File: src/rtl/alien_bullet.sv
// rtl/alien_bullet.sv - alien projectile: launch, one-row fall per step tick, player hit test, erase/draw pixel stream
module alien_bullet #(
    parameter int       STEP_DIV  = 833333,
    parameter int       BULLET_H  = 2,
    parameter int       ALIEN_H   = 4,
    parameter int       PLAYER_SZ = 4,
    parameter int       Y_BOTTOM  = 119,
    parameter bit [2:0] B_COLOUR  = 3'b100
) (
    input  logic       clk,
    input  logic       reset_n,
    input  logic       fire,
    input  logic [7:0] alien_x,
    input  logic [6:0] alien_y,
    input  logic [7:0] player_x,
    input  logic [6:0] player_y,
    input  logic       clear_hit,
    output logic       busy,
    output logic       got_hit,
    output logic [7:0] x_pos,
    output logic [6:0] y_pos,
    output logic [2:0] colour,
    output logic       plot
);
    localparam logic [2:0] S_IDLE  = 3'd0;
    localparam logic [2:0] S_DRAW  = 3'd1;
    localparam logic [2:0] S_CHECK = 3'd2;
    localparam logic [2:0] S_WAIT  = 3'd3;
    localparam logic [2:0] S_ERASE = 3'd4;
    localparam logic [2:0] S_MOVE  = 3'd5;

    localparam int CW = $clog2(STEP_DIV);
    localparam int IW = $clog2(BULLET_H + 1);

    logic [2:0]    state, state_next;
    logic [7:0]    bx, by;
    logic [CW-1:0] counter;
    logic [IW-1:0] idx;
    logic          term;

    logic [7:0] launch_row;
    logic [8:0] bx9, by9, px9, py9, launch9;
    logic       launch_ok, x_ok, y_ok, hit, at_bottom, last_row;

    // All geometry is compared in 9 bits so boxes touching the screen edge never wrap.
    assign launch_row = {1'b0, alien_y} + 8'(ALIEN_H);
    assign launch9    = {1'b0, launch_row};
    assign launch_ok  = (launch9 + 9'(BULLET_H - 1)) <= 9'(Y_BOTTOM);
    assign bx9        = {1'b0, bx};
    assign by9        = {1'b0, by};
    assign px9        = {1'b0, player_x};
    assign py9        = {2'b00, player_y};
    assign x_ok       = (px9 <= bx9) && (bx9 <= px9 + 9'(PLAYER_SZ - 1));
    assign y_ok       = (by9 <= py9 + 9'(PLAYER_SZ - 1)) && (by9 + 9'(BULLET_H - 1) >= py9);
    assign hit        = x_ok && y_ok;
    assign at_bottom  = (by9 + 9'(BULLET_H - 1)) == 9'(Y_BOTTOM);
    assign last_row   = idx == IW'(BULLET_H - 1);

    always_comb begin
        state_next = state;
        case (state)
            S_IDLE:  if (fire && launch_ok) state_next = S_DRAW;
            S_DRAW:  if (last_row) state_next = S_CHECK;
            S_CHECK: state_next = (hit || at_bottom) ? S_ERASE : S_WAIT;
            S_WAIT:  if (counter == '0) state_next = S_ERASE;
            S_ERASE: if (last_row) state_next = term ? S_IDLE : S_MOVE;
            S_MOVE:  state_next = S_DRAW;
            default: state_next = S_IDLE;
        endcase
    end

    always_ff @(posedge clk or negedge reset_n) begin
        if (!reset_n) begin
            state   <= S_IDLE;
            bx      <= '0;
            by      <= '0;
            counter <= '0;
            idx     <= '0;
            term    <= 1'b0;
            busy    <= 1'b0;
            got_hit <= 1'b0;
            x_pos   <= '0;
            y_pos   <= '0;
            colour  <= '0;
            plot    <= 1'b0;
        end else begin
            state  <= state_next;
            busy   <= state_next != S_IDLE;
            plot   <= 1'b0;
            x_pos  <= '0;
            y_pos  <= '0;
            colour <= '0;
            // Clear first so a hit found in CHECK this cycle overrides it.
            if (clear_hit) got_hit <= 1'b0;
            case (state)
                S_IDLE: begin
                    if (fire && launch_ok) begin
                        bx  <= alien_x;
                        by  <= launch_row;
                        idx <= '0;
                    end
                end
                S_DRAW, S_ERASE: begin
                    plot   <= 1'b1;
                    x_pos  <= bx;
                    y_pos  <= 7'(by + 8'(idx));
                    colour <= (state == S_DRAW) ? B_COLOUR : 3'b000;
                    idx    <= last_row ? '0 : idx + 1'b1;
                    if (state == S_ERASE && last_row && term) term <= 1'b0;
                end
                S_CHECK: begin
                    if (hit) begin
                        got_hit <= 1'b1;
                        term    <= 1'b1;
                    end else if (at_bottom) begin
                        term <= 1'b1;
                    end else begin
                        counter <= CW'(STEP_DIV - 1);
                    end
                end
                S_WAIT:  counter <= counter - 1'b1;
                S_MOVE:  by <= by + 8'd1;
                default: ;
            endcase
        end
    end
endmodule

File: config.mk
export PLATFORM = sky130hd
export DESIGN_NAME = alien_bullet
export DESIGN_NICKNAME = d
export VERILOG_FILES = /design/src/rtl/alien_bullet.sv
export SDC_FILE = /design/constraint.sdc
export NUM_CORES = 1
export LEC_CHECK = 0
export ABC_AREA = 1
export BUFFER_PORTS_ARGS = -buffer_cell sky130_fd_sc_hd__buf_2
export CAP_MARGIN = 10
export CORE_ASPECT_RATIO = 1.1
export CORE_MARGIN = 4
export CORE_UTILIZATION = 35
export CTS_CLUSTER_SIZE = 30
export DETAILED_ROUTE_END_ITERATION = 6
export SLEW_MARGIN = 20
export SYNTH_ARGS = -nofsm -noshare
export SYNTH_HDL_FRONTEND = slang
export SYNTH_SLANG_ARGS = --single-unit
File: constraint.sdc
create_clock -name clk -period 4.6 [get_ports clk]
set_input_delay 0.46 -clock clk [delete_from_list [all_inputs] [get_ports clk]]
set_output_delay 0.46 -clock clk [all_outputs]
set_load 0.02 [all_outputs]
==> metrics.md <==
| Metric | Value |
|---|---|
| Maximum clock rate | `approximately 350 MHz` |
| Cell family with most CP delay | `simple AND/OR/NAND/NOR gates` |
| Die X | `roughly 120 um` |
| CTS tree | `yes` |
| Total of max-cap violations | `0` |
| Port-buffer cells | `52` |
| Critical Path AT | `between 3 and 4 ns` |
| Status | `finished clean` |
| CTS Sinks | `61` |
| Final core area utilization | `0.4075` |
| Area delta synth->final | `13.19%` |
| Core area | `between 10,000 and 15,000 sq um` |
| Post-placement cell count | `between 700 and 800` |
| Reg2reg setup slack | `around 1.7 ns` |
| Critical-path cell list | `ha_1 > nand3_1 > xor2_1 > inv_1 > ha_1 > nand2_1 > nor2_1 > nand2_1 > nand3_1 > nand2_1 > nand2_1 > nor2_2 > nor2_2 > nand2_2 > nand2_2 > nand2_4 > nand2_8 > nand2_1 > o21ai_0` |
| Fin Setup TNS | `0 ns` |
| Slew HR | `0.4789` |
| Drt pass-1 iters | `4` |
| Initial Util | `0.3600` |
| Critical path class | `flop to flop` |
| Commonest cells post-synth | `120 x nand2_1, 81 x inv_1, 81 x nor2_1, 61 x dfrtp_1, 43 x ha_1` |
| Post-route insts no fill | `between 800 and 900` |
| Critical path buffers and inverters | `1` |
| CP dominant cell by count | `nand2_1` |
| Rows | `43` |
| Global Route Usage Sum | `0.1386` |
| # setup viols final | `0` |
| Post_cts resized | `0` |
| Pwr dens | `~610 nW/um^2` |
| CTS Root Buffer Type | `clkbuf_16` |
| Post-CTS setup repair buffer count | `0` |
| Maximum clock insertion buffer count | `2` |
| RR Startpoint | `by[1]` |
| Routed WL | `between 9000 and 10,000 um` |
| Synth cell types | `42` |
| Max stage delay on crit path | `between 0.5 and 0.6 ns` |
| Startpoint Class | `flop` |
| Count leader, synth | `nand2_1` |
| Slowest CP cell | `dfrtp_1` |
| Largest net degree at the start of global routing | `62` |
| Synthesis-stage register bit count | `between 60 and 70` |
| Leakage power | `~2.7 nW` |
| Vias in the first global route | `roughly 3,800` |
| Synth top area cells | `dfrtp_1 33%, ha_1 12%, nand2_1 9.8%` |
| Worst-path clk slew | `approximately 0.05 ns` |
| Vias | `3,804` |
| Clock latency on the worst-skew pair | `about 0.33 ns` |
| Final Skew | `around 0.0048 ns` |
| CP Max Fanout | `31` |
| Min-Delay Path Class | `input pin to asynchronous set/reset pin` |
| Post-DR wirelength/cell | `between 10 and 15 um` |
| Ant diodes | `0` |
| Initial antenna violation count | `0` |
| RSZ-0062 raised after global routing | `false` |
| Final Hold Fails | `0` |
| Cts hold-fix bufs | `0` |
| Via-per-instance ratio | `about 4.7` |
| Slew Viols, Final | `0` |
| Layout cell share with drive strength beyond 1 | `0.1951` |
| DIE AREA | `between 15,000 and 20,000 sq um` |
| Max IR drop VDD | `0.0002443 V` |
| CP Depth | `19` |
| Async SR Flop Fraction | `1.000` |
| Fin nets | `roughly 720` |
| Warnings, synthesis | `0` |
| Tcrit/Tclk final | `0.6248` |
| CTS H-tree lvls | `3` |
| Synth Flop Type | `dfrtp_1` |
| Area leader, netlist | `dfrtp_1` |
| Antenna Nets Post-Route | `0` |
| RD Place Congestion | `0.8165` |
| Num CTS Buffers | `9` |
| Syn Inst Count | `595` |
| Syn_area_per_cell | `7.715 sq um` |
| CP Capture Point | `counter[0]` |
| Io pins | `between 50 and 60` |
| R2R cell count | `19` |
| Cell Area, Synth | `4591 sq um` |
| DRC | `0` |
| First-pass GRT wire length | `~17,000 um` |
| Minimum clock period | `~2.9 ns` |
| Worst-Margin Slew | `slightly below 0.8 ns` |
| Number of synthesized flops with an enable pin | `0` |
| Crit end category | `flop` |
| Register area share after synthesis | `0.3325` |
| DR iter-0 viols | `223` |
| Filler Cells Inserted | `around 1,300` |
| GRT overflow | `0` |
| DP Wirelength | `around 7700 um` |
| Critical R2R Capture | `counter[0]` |
| Crit path from | `by[1]` |
| WP data required | `a little under 5 ns` |
| Die Y | `between 100 and 150 um` |
| Synth top area share | `0.3325` |
registers in the layout, summed over array words and instances, names as in the netlist, 2 cells and up:
signal,count
idx,2
state,3
counter,20
bx,8
y_pos,7
by,8
x_pos,8
cells by family after synthesis:
family	synth area share
AO/OA/AOI/OAI	0.09676
XOR/XNOR	0.05914
adder cells (fa/ha/maj)	0.1216
buffers and inverters	0.09893
flip-flops	0.3325
other	0.0008169
AND/OR/NAND/NOR	0.2903
how the worst min path moves through the flow:
stage,endpoint,from
after CTS,got_hit,clear_hit
after global placement,counter[1],counter[1]
after floorplan,busy,reset_n
after global routing,got_hit,clear_hit
after detailed placement,counter[1],counter[1]
final,counter[18],reset_n
layout by cell type, fill, tap and decap left out, types with 6 or more instances in the layout:
cell	netlist	layout
nor2_1	81	81
nand2_2	24	24
a21oi_1	23	23
nand3_1	27	27
dfrtp_1	61	61
nand4_1	8	8
o21ai_0	14	14
buf_2	3	52
xnor2_1	13	13
o21ai_1	7	7
xor2_1	18	18
ha_1	43	43
nor3_1	6	6
nand2_1	120	120
clkbuf_16	0	9
o21ai_2	18	18
inv_1	81	81
worst reg2reg max path, delay by kind of cell (launching register included):
kind                       cells  cell delay (ns)
buffers and inverters          1             0.10
and+or+nand+nor               14             1.30
xor gates and xnor gates       1             0.20
adders and majority gates      2             0.56
DFF                            1             0.55
AOI/OAI and AO/OA              1             0.08
routing by layer:
layer,track usage,routed length [um]
met3,0.02738,390
met4,0.04858,174
met5,0,0
met2,0.2257,4522
met1,0.1818,4684
power by group:
part           switching, mW  leakage (nW)  total [mW]  internal (mW)
Clock                  0.234         0.132       0.627          0.393
Sequential             0.215         0.752       0.971          0.757
Combinational           1.00          1.84        1.56          0.555
Total                   1.45          2.72        3.16           1.70
per-stage QoR:
step	hold WS (ns)	total power, mW	worst slack [ns]	instance area, sq um
after floorplan	0.1644	2.261	1.864	4594
after global placement	0.4776	2.512	1.531	4916
after detailed placement	0.4769	2.552	1.428	4916
after CTS	0.3055	3.196	1.687	5196
after global routing	0.3066	3.476	1.414	5196
final	0.2851	3.156	1.726	5196
layout make-up:
type | count | area, sq um | share of cell area
Inverter | 83 | 311.5 | 0.05996
Sequential cell | 61 | 1526 | 0.2938
Clock buffer | 13 | 260.3 | 0.05008
Tap cell | 157 | 196.4 | 0.03780
Clock inverter | 3 | 20.02 | 0.003853
Timing Repair Buffer | 53 | 267.8 | 0.05153
Multi-Input combinational cell | 438 | 2614 | 0.5030
(Power assumes the default switching activity.)
